**src/rtl/pwm_pkg.sv**
```systemverilog
// Shared constants for the audio PWM link (transmit and receive ends) and the demodulator state type.
package pwm_pkg;

    localparam int DEF_SAMPLE_W = 11;
    localparam int DEF_PERIOD   = 2048;
    localparam int DEF_TOL      = 4;
    localparam int DEF_TIMEOUT  = 4096;

    function automatic int full_scale(input int w);
        return (1 << w) - 1;
    endfunction

    localparam int FULL_SCALE = (1 << DEF_SAMPLE_W) - 1;

    typedef enum logic [1:0] {
        IDLE  = 2'd0,
        TRACK = 2'd1,
        STUCK = 2'd2
    } demod_state_t;

endpackage

```
**src/rtl/pwm_sync_edge.sv**
```systemverilog
// Brings the asynchronous PWM line into the clock domain and flags its rising edge.
// in_s_o is delayed to line up with rise_o, so in_s_o is always 1 on a rise cycle.
module pwm_sync_edge (
    input  logic clk_i,
    input  logic rst_ni,
    input  logic d_i,
    output logic in_s_o,
    output logic rise_o
);

    logic [2:0] sync_q;
    logic       rise_q;

    always_ff @(posedge clk_i or negedge rst_ni) begin
        if (!rst_ni) begin
            sync_q <= '0;
            rise_q <= 1'b0;
        end else begin
            sync_q <= {sync_q[1:0], d_i};
            rise_q <= sync_q[1] & ~sync_q[2];
        end
    end

    assign in_s_o = sync_q[2];
    assign rise_o = rise_q;

endmodule

```
**src/rtl/pwm_demod.sv**
```systemverilog
// PWM receive demodulator: one duty sample per rising-edge-to-rising-edge period, plus lock/error flags.
// Define PWM_DEMOD_AVG_EN for a 4-sample moving average on tracked samples (one extra clock of latency).
module pwm_demod
    import pwm_pkg::*;
#(
    parameter int SAMPLE_W = DEF_SAMPLE_W,
    parameter int PERIOD   = DEF_PERIOD,
    parameter int TOL      = DEF_TOL,
    parameter int TIMEOUT  = DEF_TIMEOUT
) (
    input  logic                CLK100MHZ,
    input  logic                CPU_RESETN,
    input  logic                PWM_in,
    output logic [SAMPLE_W-1:0] sample,
    output logic                sample_valid,
    output logic                locked,
    output logic                period_err
);

    localparam int CNT_W = $clog2(TIMEOUT + 1);
    localparam int STK_W = $clog2(PERIOD + 1);
    localparam logic [CNT_W-1:0]    TIMEOUT_C = CNT_W'(TIMEOUT);
    localparam logic [CNT_W-1:0]    PERIOD_C  = CNT_W'(PERIOD);
    localparam logic [CNT_W-1:0]    TOL_C     = CNT_W'(TOL);
    localparam logic [CNT_W-1:0]    FULL_C    = CNT_W'(full_scale(SAMPLE_W));
    localparam logic [STK_W-1:0]    PERIOD_S  = STK_W'(PERIOD);
    localparam logic [SAMPLE_W-1:0] FULL      = SAMPLE_W'(full_scale(SAMPLE_W));

    logic in_s, rise;

    pwm_sync_edge u_sync (
        .clk_i  (CLK100MHZ),
        .rst_ni (CPU_RESETN),
        .d_i    (PWM_in),
        .in_s_o (in_s),
        .rise_o (rise)
    );

    demod_state_t        state_q, state_d;
    logic [CNT_W-1:0]    per_cnt_q, per_cnt_d, hi_cnt_q, hi_cnt_d, dev;
    logic [STK_W-1:0]    stk_cnt_q, stk_cnt_d;
    logic                first_q, first_d, locked_q, locked_d, err_q, err_d;
    logic                timeout, bad;
    logic                emit_d;
    logic [SAMPLE_W-1:0] emit_val_d, hi_clamped, level;

    assign timeout    = (per_cnt_q == TIMEOUT_C);
    assign dev        = (per_cnt_q >= PERIOD_C) ? per_cnt_q - PERIOD_C : PERIOD_C - per_cnt_q;
    assign bad        = (dev > TOL_C);
    assign hi_clamped = (hi_cnt_q > FULL_C) ? FULL : hi_cnt_q[SAMPLE_W-1:0];
    assign level      = in_s ? FULL : '0;

    // Both counters include the rise cycle itself and saturate at the stuck threshold.
    always_comb begin
        if (rise) begin
            per_cnt_d = CNT_W'(1);
            hi_cnt_d  = CNT_W'(1);
        end else begin
            per_cnt_d = timeout ? per_cnt_q : per_cnt_q + CNT_W'(1);
            hi_cnt_d  = (hi_cnt_q == TIMEOUT_C || !in_s) ? hi_cnt_q : hi_cnt_q + CNT_W'(1);
        end
    end

    always_comb begin
        state_d    = state_q;
        stk_cnt_d  = stk_cnt_q;
        first_d    = first_q;
        locked_d   = locked_q;
        err_d      = err_q;
        emit_d     = 1'b0;
        emit_val_d = '0;
        unique case (state_q)
            IDLE: begin
                if (rise) begin
                    state_d = TRACK;
                    first_d = 1'b1;
                end else if (timeout) begin
                    state_d    = STUCK;
                    stk_cnt_d  = STK_W'(1);
                    emit_d     = 1'b1;
                    emit_val_d = level;
                end
            end
            TRACK: begin
                if (rise) begin
                    emit_d     = 1'b1;
                    emit_val_d = hi_clamped;
                    err_d      = bad;
                    locked_d   = ~bad;
                    first_d    = 1'b0;
                end else if (timeout) begin
                    state_d    = STUCK;
                    locked_d   = 1'b0;
                    stk_cnt_d  = STK_W'(1);
                    emit_d     = 1'b1;
                    emit_val_d = level;
                end
            end
            STUCK: begin
                if (rise) begin
                    state_d = TRACK;
                    first_d = 1'b1;
                end else if (stk_cnt_q == PERIOD_S) begin
                    stk_cnt_d  = STK_W'(1);
                    emit_d     = 1'b1;
                    emit_val_d = level;
                end else begin
                    stk_cnt_d = stk_cnt_q + STK_W'(1);
                end
            end
            default: state_d = IDLE;
        endcase
    end

    always_ff @(posedge CLK100MHZ or negedge CPU_RESETN) begin
        if (!CPU_RESETN) begin
            state_q   <= IDLE;
            per_cnt_q <= '0;
            hi_cnt_q  <= '0;
            stk_cnt_q <= '0;
            first_q   <= 1'b0;
            locked_q  <= 1'b0;
            err_q     <= 1'b0;
        end else begin
            state_q   <= state_d;
            per_cnt_q <= per_cnt_d;
            hi_cnt_q  <= hi_cnt_d;
            stk_cnt_q <= stk_cnt_d;
            first_q   <= first_d;
            locked_q  <= locked_d;
            err_q     <= err_d;
        end
    end

    logic [SAMPLE_W-1:0] sample_q;
    logic                valid_q;

`ifdef PWM_DEMOD_AVG_EN
    localparam int SUM_W = SAMPLE_W + 2;
    logic                raw_vld_q, raw_first_q, raw_stuck_q, lock_out_q, err_out_q, hist_load;
    logic [SAMPLE_W-1:0] raw_q;
    logic [SAMPLE_W-1:0] hist_q [4];
    logic [SUM_W-1:0]    sum_q, sum_d;

    assign hist_load = raw_vld_q & ~raw_stuck_q;

    // The first tracked sample after (re)acquiring fills the whole window so the average starts settled.
    always_comb begin
        sum_d = sum_q;
        if (hist_load) begin
            sum_d = raw_first_q ? {raw_q, 2'b00}
                                : sum_q - SUM_W'(hist_q[3]) + SUM_W'(raw_q);
        end
    end

    always_ff @(posedge CLK100MHZ or negedge CPU_RESETN) begin
        if (!CPU_RESETN) begin
            raw_vld_q   <= 1'b0;
            raw_q       <= '0;
            raw_first_q <= 1'b0;
            raw_stuck_q <= 1'b0;
            lock_out_q  <= 1'b0;
            err_out_q   <= 1'b0;
            sum_q       <= '0;
            sample_q    <= '0;
            valid_q     <= 1'b0;
            for (int i = 0; i < 4; i++) hist_q[i] <= '0;
        end else begin
            raw_vld_q   <= emit_d;
            raw_first_q <= first_q;
            raw_stuck_q <= !(state_q == TRACK && rise);
            lock_out_q  <= locked_q;
            err_out_q   <= err_q;
            sum_q       <= sum_d;
            valid_q     <= raw_vld_q;
            if (emit_d) raw_q <= emit_val_d;
            if (raw_vld_q) sample_q <= raw_stuck_q ? raw_q : sum_d[SUM_W-1:2];
            if (hist_load) begin
                hist_q[0] <= raw_q;
                for (int i = 1; i < 4; i++) hist_q[i] <= raw_first_q ? raw_q : hist_q[i-1];
            end
        end
    end

    assign locked     = lock_out_q;
    assign period_err = err_out_q;
`else
    always_ff @(posedge CLK100MHZ or negedge CPU_RESETN) begin
        if (!CPU_RESETN) begin
            sample_q <= '0;
            valid_q  <= 1'b0;
        end else begin
            valid_q <= emit_d;
            if (emit_d) sample_q <= emit_val_d;
        end
    end

    assign locked     = locked_q;
    assign period_err = err_q;
`endif

    assign sample       = sample_q;
    assign sample_valid = valid_q;

endmodule

```
**config.mk**
```make
export PLATFORM = sky130hd
export DESIGN_NAME = pwm_demod
export DESIGN_NICKNAME = d
export VERILOG_FILES = /design/src/rtl/pwm_pkg.sv /design/src/rtl/pwm_sync_edge.sv /design/src/rtl/pwm_demod.sv
export SDC_FILE = /design/constraint.sdc
export NUM_CORES = 1
export LEC_CHECK = 0
export BUFFER_PORTS_ARGS = -buffer_cell sky130_fd_sc_hd__buf_4
export CAP_MARGIN = 25
export CORE_AREA = 4 4 88 90
export CTS_BUF_LIST = sky130_fd_sc_hd__clkbuf_4 sky130_fd_sc_hd__clkbuf_8
export DETAILED_ROUTE_END_ITERATION = 10
export DIE_AREA = 0 0 92 94
export PLACE_DENSITY = 0.72
export SLEW_MARGIN = 5
export SYNTH_ARGS = -nofsm -noshare
export SYNTH_HDL_FRONTEND = slang
export SYNTH_HIERARCHICAL = 1
export SYNTH_SLANG_ARGS = --single-unit
```
**constraint.sdc**
```tcl
create_clock -name CLK100MHZ -period 6.05 [get_ports CLK100MHZ]
set_input_delay 1.21 -clock CLK100MHZ [delete_from_list [all_inputs] [get_ports CLK100MHZ]]
set_output_delay 1.21 -clock CLK100MHZ [all_outputs]
set_load 0.005 [all_outputs]
```
# Yosys cells after proc, flatten, opt, wreduce, memory -nomap -nowiden
# Index checks and enable logic that the tools add are counted.
[totals]
register_bits = 58
inputBits = 3
out_inout_bits = 14
word_cells = 74
[op_classes]
n_addsub = 5
n_lt_le_gt_ge = 3
eq_ne = 12
mux = 31
bitwise = 3
n_reduce_logical = 10
[op_table]
columns = ["operator", "n"]
rows = [
  ["$mux 11", 7],
  ["$mux 13", 5],
  ["$mux 12", 4],
  ["$pmux 11 s3", 1],
  ["$add 13x1->13 const B", 2],
  ["$eq 13x13->1 const B", 2],
  ["$pmux 12 s2", 1],
  ["$ge 13x12->1 const B", 1],
  ["$gt 13x11->1 const B", 1],
  ["$gt 13x3->1 const B", 1],
  ["$sub 12x13->13 const A", 1],
  ["$sub 13x12->13 const B", 1],
  ["$add 12x1->12 const B", 1],
  ["$eq 12x12->1 const B", 1],
  ["$mux 2", 4],
  ["$ne 2x1->1 const B", 4],
  ["$mux 1", 7],
  ["$ne 2x2->1 const B", 3],
  ["$pmux 2 s3", 1],
  ["$reduce_and 2->1", 3],
  ["$reduce_and 4->1", 1],
  ["$reduce_bool 2->1", 2],
  ["$pmux 1 s3", 1],
  ["$eq 2x1->1 const B", 1],
  ["7 further kinds", 8],
]

# Depth between registers and ports, before layout
# Gate-level depths: netlist of the first run.
[depth]
word_depth = 5
mapped_depth = 9
depth_no_buf = 7

# By module
# The synthesis of the first run kept the hierarchy.
[modules_own_cells]
columns = ["mod", "instances", "cells_per_inst", "area_per_inst_um2", "seq_area_each_um2"]
rows = [
  ["pwm_demod", 1, 362, 3293.2, 1351.3],
  ["pwm_sync_edge", 1, 5, 113.9, 100.1],
]

# Worst setup path before layout of the first run
# Ideal clock, no wire load.
[synth_path]
kind = "register to register"
from = "register per_cnt_q[0]"
to = "register stk_cnt_q[1]"
setup_time_ns = 0.095
arrival_ns = 2.088
t_required_ns = 5.955
path_slack_ns = 3.866
stages_incl_launch_ff = 10
path_buffers = 2
synth_period_minus_slack_ns = 2.184
cell_sequence = "dfrtp_1 -> inv_1 -> ha_1 -> nor3b_1 -> buf_2 -> nand4_2 -> o21a_1 -> buf_6 -> or2_4 -> o31ai_1"
[synth_via]
elab_chain_cells = 3
[synth_lines]
columns = ["item", "line", "source"]
rows = [
  ["from (decl)", "pwm_demod.sv:40", "logic [CNT_W-1:0] per_cnt_q, per_cnt_d, hi_cnt_q, hi_cnt_d, dev;"],
  ["from (signal assigned)", "pwm_demod.sv:126", "per_cnt_q <= per_cnt_d;"],
  ["$eq 13x13->1", "pwm_demod.sv:47", "assign timeout = (per_cnt_q == TIMEOUT_C);"],
  ["$ne 2x1->1 (no line)", "-", ""],
  ["$reduce_and 4->1 (no line)", "-", ""],
  ["to (signal assigned)", "pwm_demod.sv:128", "stk_cnt_q <= stk_cnt_d;"],
  ["to (decl)", "pwm_demod.sv:41", "logic [STK_W-1:0] stk_cnt_q, stk_cnt_d;"],
]
# No other way between the ends.
# A chain may end at the register's enable or synchronous reset.

# Worst setup path after layout of the first run
# Ends and elaborated chain as after synthesis.

==> impl_metrics.toml, run 1 <==
[yosys]
synth_top_family_by_area = "simple AND/OR/NAND/NOR gates"
synth_ff_type = "dfrtp_1"
netlist_instances = 367
synth-xor-area-share_pct = 5.913
synth-compound-area-share_pct = 17.81
synth_cell_types = 62
synth-edff-count = 0
mappedNetlistArea_sq_mm = 0.003407
syn_area_per_cell_sq_um = 9.283
synth.area.mux_share_pct = 0.8814
synth_fa_ha_area_share_pct = 2.571
synth-simple-area-share_pct = 25.05
ys_seq_area_share_pct = 42.60
synth_nets = 377
ys_ff_latch = 58
synthArstFlopShare_pct = 100.0
ys_warn_count = 6

[global_route]
track_usage_pct = 18.31
grt_first_pass_wirelength_um = 12600
grt_max_degree = 59
grt_pass1_vias = 2589
grt-ovfl-total = 0
antenna_found_initial = 0

[timing]
layout_min_cycle_time_ns = 2.663
worst_slew_pin_slew_ns = 0.7938
setup-tns-final_ns = 0
setup_viol = 0
min_period_over_period_pct = 44.01
fmax_mhz = 375.6
rsz0062_at_grt = "false"
clock_skew_ns = 0.01096
drv_slew = 0
finalHoldViolCount = 0
slew_headroom_pct = 47.08

[drt]
drcViolationCount = 0
drt-met1-wl_um = 3612
top_layer_used = "met4"
wl_um = 7548
wl_met3_um = 427
wl_met2_um = 3417
wl_per_cell_um = 15.66
num_vias = 2822
drt-initial-drc-count = 146
ant_nets = 0
drtPass1Iterations = 4
via_per_inst = 5.855

[placed_design]
gp_congestion = 0.8812
dp_hpwl_um = 5043
portBuffers = 16
dpl_cell_area_sq_mm = 0.003565
post-place-cells = 465

[pwr]
ir_drop_mv = 0.2105
powerDensity_mw_per_mm2 = 288.7
finalPower_mw = 1.099
p_leak_nw = 1.634

[finish]
drive_gt1_share_pct = 13.32
syn_to_final_growth_pct = 11.71
n_antenna_cell = 0
fin_cells = 482
n_fill_cell = 636
final_cell_mix = "dfrtp_1, nor2_1, nand3_1"
final_common_cell = "dfrtp_1"
final_cell_area_sq_mm = 0.003806
final_core_util_pct = 53.92
nets = 388

[outcome]
outcome = "complete, no violations"

[clock_network]
clk_pin_slew_worst_paths_ns = 0.07
clock_latency_ns = 0.34
root_buffer = "clkbuf_8"
numCtsBuffers = 9
clock_path_buffers = 2
cts_hold_buf = 0
cts_tree = "built"
post_cts_buffers = 0
cts-resized-gates = 0
cts_max_level = 3
numClockSinks = 58

[floorplanning]
dieArea_sq_mm = 0.008648
die_w_um = 92
die_y_um = 94
core_sq_mm = 0.007059
num_rows = 31
start_util_pct = 48.26
io_pins = 17

[job]
maxCapViolations = 0

[setup_path]
cp.arrival_ns = 2.90
cp-end-kind = "flip-flop"
required_ns = 6.29
critPathLaunchType = "flip-flop"
cp_max_fo = 10
crit_type = "reg -> reg"

[hold_path]
hold_class = "reg -> reg"
-- path summary, 6_finish.rpt --
kind | from | endpoint | slack, ns | cells past startpoint
max | per_cnt_q[0] | stk_cnt_q[1] | 3.39 | 8
min | u_sync/sync_q[0] | u_sync/sync_q[1] | 0.35 | 0
max reg2reg | per_cnt_q[0] | stk_cnt_q[1] | 3.39 | 8
min reg2reg | u_sync/sync_q[0] | u_sync/sync_q[1] | 0.35 | 0
max in group asynchronous | CPU_RESETN | sample[0] | 4.63 | 1
min in group asynchronous | CPU_RESETN | per_cnt_q[10] | 0.91 | 1
-- critical path, stage by stage (launching register included) --
cell	delay, ns
dfrtp_1	0.46
inv_1	0.12
ha_1	0.22
nor3b_1	0.33
buf_2	0.28
nand4_2	0.21
o21a_1	0.39
or2_4	0.31
o31ai_1	0.25
-- final cells by class --
cell class	count	area, sq um	area share, %
timing repair buffer	20	147.6	3.879
tap	99	123.9	3.254
clock buffer	10	131.4	3.452
multi-input combinational	271	1779	46.75
sequential	58	1451	38.13
inverter	18	67.56	1.775
clock inverter	6	105.1	2.761
-- power by group --
group	switching [mW]	internal [mW]
Combinational	0.105	0.0941
Clock	0.155	0.276
Sequential	0.0491	0.420
Total	0.309	0.790
-- synth_stat cells (2+ instances only) --
cell type   n  area (sq um)
clkbuf_1    8         30.03
nand2_1    18         67.56
xnor2_1    14         122.6
buf_6       3         33.78
o2bb2ai_1   2         17.52
a311oi_1    2         17.52
a211oi_1    6         45.04
dfrtp_1    58          1451
nor4_1      4         25.02
xor2_1      9         78.83
nand4_1     4         25.02
or4_4       2         22.52
or3_1       2         12.51
a21oi_1    11         55.05
mux2i_1     3         30.03
nor3_1     18         90.09
o21ai_0    11         55.05
a31oi_1     3         18.77
nand3_1    20         100.1
nor2b_1     3         18.77
o22a_1     11         96.34
o211ai_1    4         30.03
nor4b_1     4         35.03
buf_2       6         30.03
nand2b_1    4         25.02
o21a_1      2         15.01
and3_1      8         50.05
inv_1      18         67.56
nor2_1     51         191.4
and4_1      4         35.03
or4_1       3         22.52
or4b_2      2         20.02
ha_1        7         87.58
buf_1       2         7.510
o31ai_1    13         97.59
-- metrics by stage --
| stage | worst slack (ns) | hold WS, ns |
|---|---|---|
| floorplan | 3.866 | 0.3312 |
| global placement | 3.097 | 0.3375 |
| detailed placement | 2.919 | 0.3402 |
| CTS | 2.894 | 0.3533 |
| global route | 3.170 | 0.3671 |
| finish | 3.387 | 0.3522 |
-- layer usage --
layer / up-vias / track usage, %
li1: 1365 / -
met1: 1354 / 25.38
met2: 95 / 27.68
met3: 8 / 5.689
met4: 0 / 5.198
met5: - / 0
-- cell families (layout without fill, tap and decap cells) --
kind of cell / after synthesis / in the layout
and+or+nand+nor: 158 / 158
AOI/OAI and AO/OA: 80 / 80
buffers and inverters: 38 / 54
adders and majority gates: 7 / 7
xor gates and xnor gates: 23 / 23
DFF: 58 / 58
muxes: 3 / 3
-- sequential cells by signal (all words and copies together) (netlist names) --
| register | count |
|---|---|
| hi_cnt_q | 13 |
| locked | 1 |
| per_cnt_q | 13 |
| period_err | 1 |
| sample | 11 |
| sample_valid | 1 |
| state_q | 2 |
| stk_cnt_q | 12 |
| u_sync/rise_o | 1 |
| u_sync/sync_q | 3 |
No activity file was read; power rests on OpenSTA's default activity.
==> run 2: changes to the inputs <==
clock period = 2.8 ns   (was 6.05 ns; I/O delays follow)
==> run 2 against run 1 <==
Against the previous run: critical path type unchanged; first-iteration DRC count is 23% higher; largest power group unchanged; hold slack worse by 0.074 ns; die area stayed put.
==> impl_metrics.toml, run 2 (synthesized netlist as in run 1, its figures left out) <==
[outcome]
outcome = "complete, no violations"

[clock_network]
clk_pin_slew_worst_paths_ns = 0.07
root_buffer = "clkbuf_8"
cts_max_level = 3
clock_path_buffers = 2
cts_tree = "built"
cts_hold_buf = 0
clock_latency_ns = 0.33
numClockSinks = 58
post_cts_buffers = 0
numCtsBuffers = 9
cts-resized-gates = 0

[pwr]
p_leak_nw = 1.648
powerDensity_mw_per_mm2 = 587.8
ir_drop_mv = 0.4027

[global_route]
grt_first_pass_wirelength_um = 13030
track_usage_pct = 18.85
grt_pass1_vias = 2766
grt-ovfl-total = 0
grt-busiest-layer = "met2"
use_met2_pct = 29.08
antenna_found_initial = 0
grt_max_degree = 59
use_met1_pct = 24.55
met3_usage_pct = 4.647

[timing]
setup-tns-final_ns = 0
worst_slew_pin_slew_ns = 0.7135
layout_min_cycle_time_ns = 2.424
slew_headroom_pct = 52.43
setup_viol = 0
fmax_mhz = 412.5
finalHoldViolCount = 0
min_period_over_period_pct = 86.58
rsz0062_at_grt = "false"
clock_skew_ns = 0.007584
drv_slew = 0
whs_ns = 0.2786

[finish]
top_regs = "hi_cnt_q: 13 flops, per_cnt_q: 13 flops, stk_cnt_q: 12 flops"
nets = 394
n_antenna_cell = 0
drive_gt1_share_pct = 14.65
final_common_cell = "dfrtp_1"
syn_to_final_growth_pct = 12.16
final_cell_mix = "dfrtp_1, nor2_1, buf_4"

[drt]
drcViolationCount = 0
drt-initial-drc-count = 179
wl_um = 7460
drtPass1Iterations = 4
num_vias = 2829
ant_nets = 0
wl_per_cell_um = 15.29
via_per_inst = 5.797

[setup_path]
required_ns = 3.04
crit_end = "stk_cnt_q[1]"
crit_type = "reg -> reg"
r2r-end = "stk_cnt_q[1]"
r2r_setup_slack_ns = 0.38
cp-end-kind = "flip-flop"
critPathLaunch = "per_cnt_q[0]"
critPathLaunchType = "flip-flop"
r2r_cells = 7
r2r-start = "per_cnt_q[0]"
cp_max_fo = 10
cp.arrival_ns = 2.66

[floorplanning]
die_y_um = 94
start_util_pct = 48.26
io_pins = 17
die_w_um = 92
core_sq_mm = 0.007059
num_rows = 31
dieArea_sq_mm = 0.008648

[placed_design]
dp_hpwl_um = 5053
gp_congestion = 0.9502
portBuffers = 16

[hold_path]
hold_class = "in -> async"

[job]
maxCapViolations = 0
run 2: metal layers:
layer / part of all wire [%] / vias up
met5: 0 / -
li1: - / 1368
met2: 48 / 67
met1: 47 / 1376
met4: 2.2 / 0
met3: 3.5 / 18
run 2: worst min-delay path by stage:
stage,startpoint,end,depth (start not counted)
after floorplan,CPU_RESETN,hi_cnt_q[0],0
after global placement,u_sync/sync_q[0],u_sync/sync_q[1],0
after detailed placement,u_sync/sync_q[0],u_sync/sync_q[1],0
after CTS,CPU_RESETN,per_cnt_q[8],1
after global routing,PWM_in,u_sync/sync_q[0],1
final,CPU_RESETN,per_cnt_q[8],1
run 2: area by class of cell:
cell class / instances / area [sq um]
fill: 645 / 3238
multi-input combinational: 271 / 1779
sequential: 58 / 1451
timing repair buffer: 26 / 195.2
clock buffer: 11 / 151.4
tap: 99 / 123.9
inverter: 18 / 67.56
clock inverter: 5 / 52.55
run 2: critical path, stage by stage, from the launching register on:
cell	delay, ns
dfrtp_1	0.46
inv_1	0.13
ha_1	0.22
nor3b_1	0.37
nand4_2	0.25
o21a_1	0.38
or2_4	0.30
o31ai_1	0.22
run 2: per-stage QoR:
stage	area (sq um)	util, %	power (mW)	instances	setup slack, ns
floorplan	3407	-	1.323	367	0.6161
CTS	3821	54.13	2.269	488	0.3610
finish	3821	54.13	2.246	488	0.3758
detailed placement	3617	51.24	1.465	472	0.3477
global route	3821	54.13	2.389	488	0.1613
global placement	3617	51.24	1.454	472	0.4498
run 2: report_power, final:
part / switching, mW / internal (mW)
combinational: 0.235 / 0.216
sequential: 0.0965 / 0.907
clock: 0.337 / 0.455
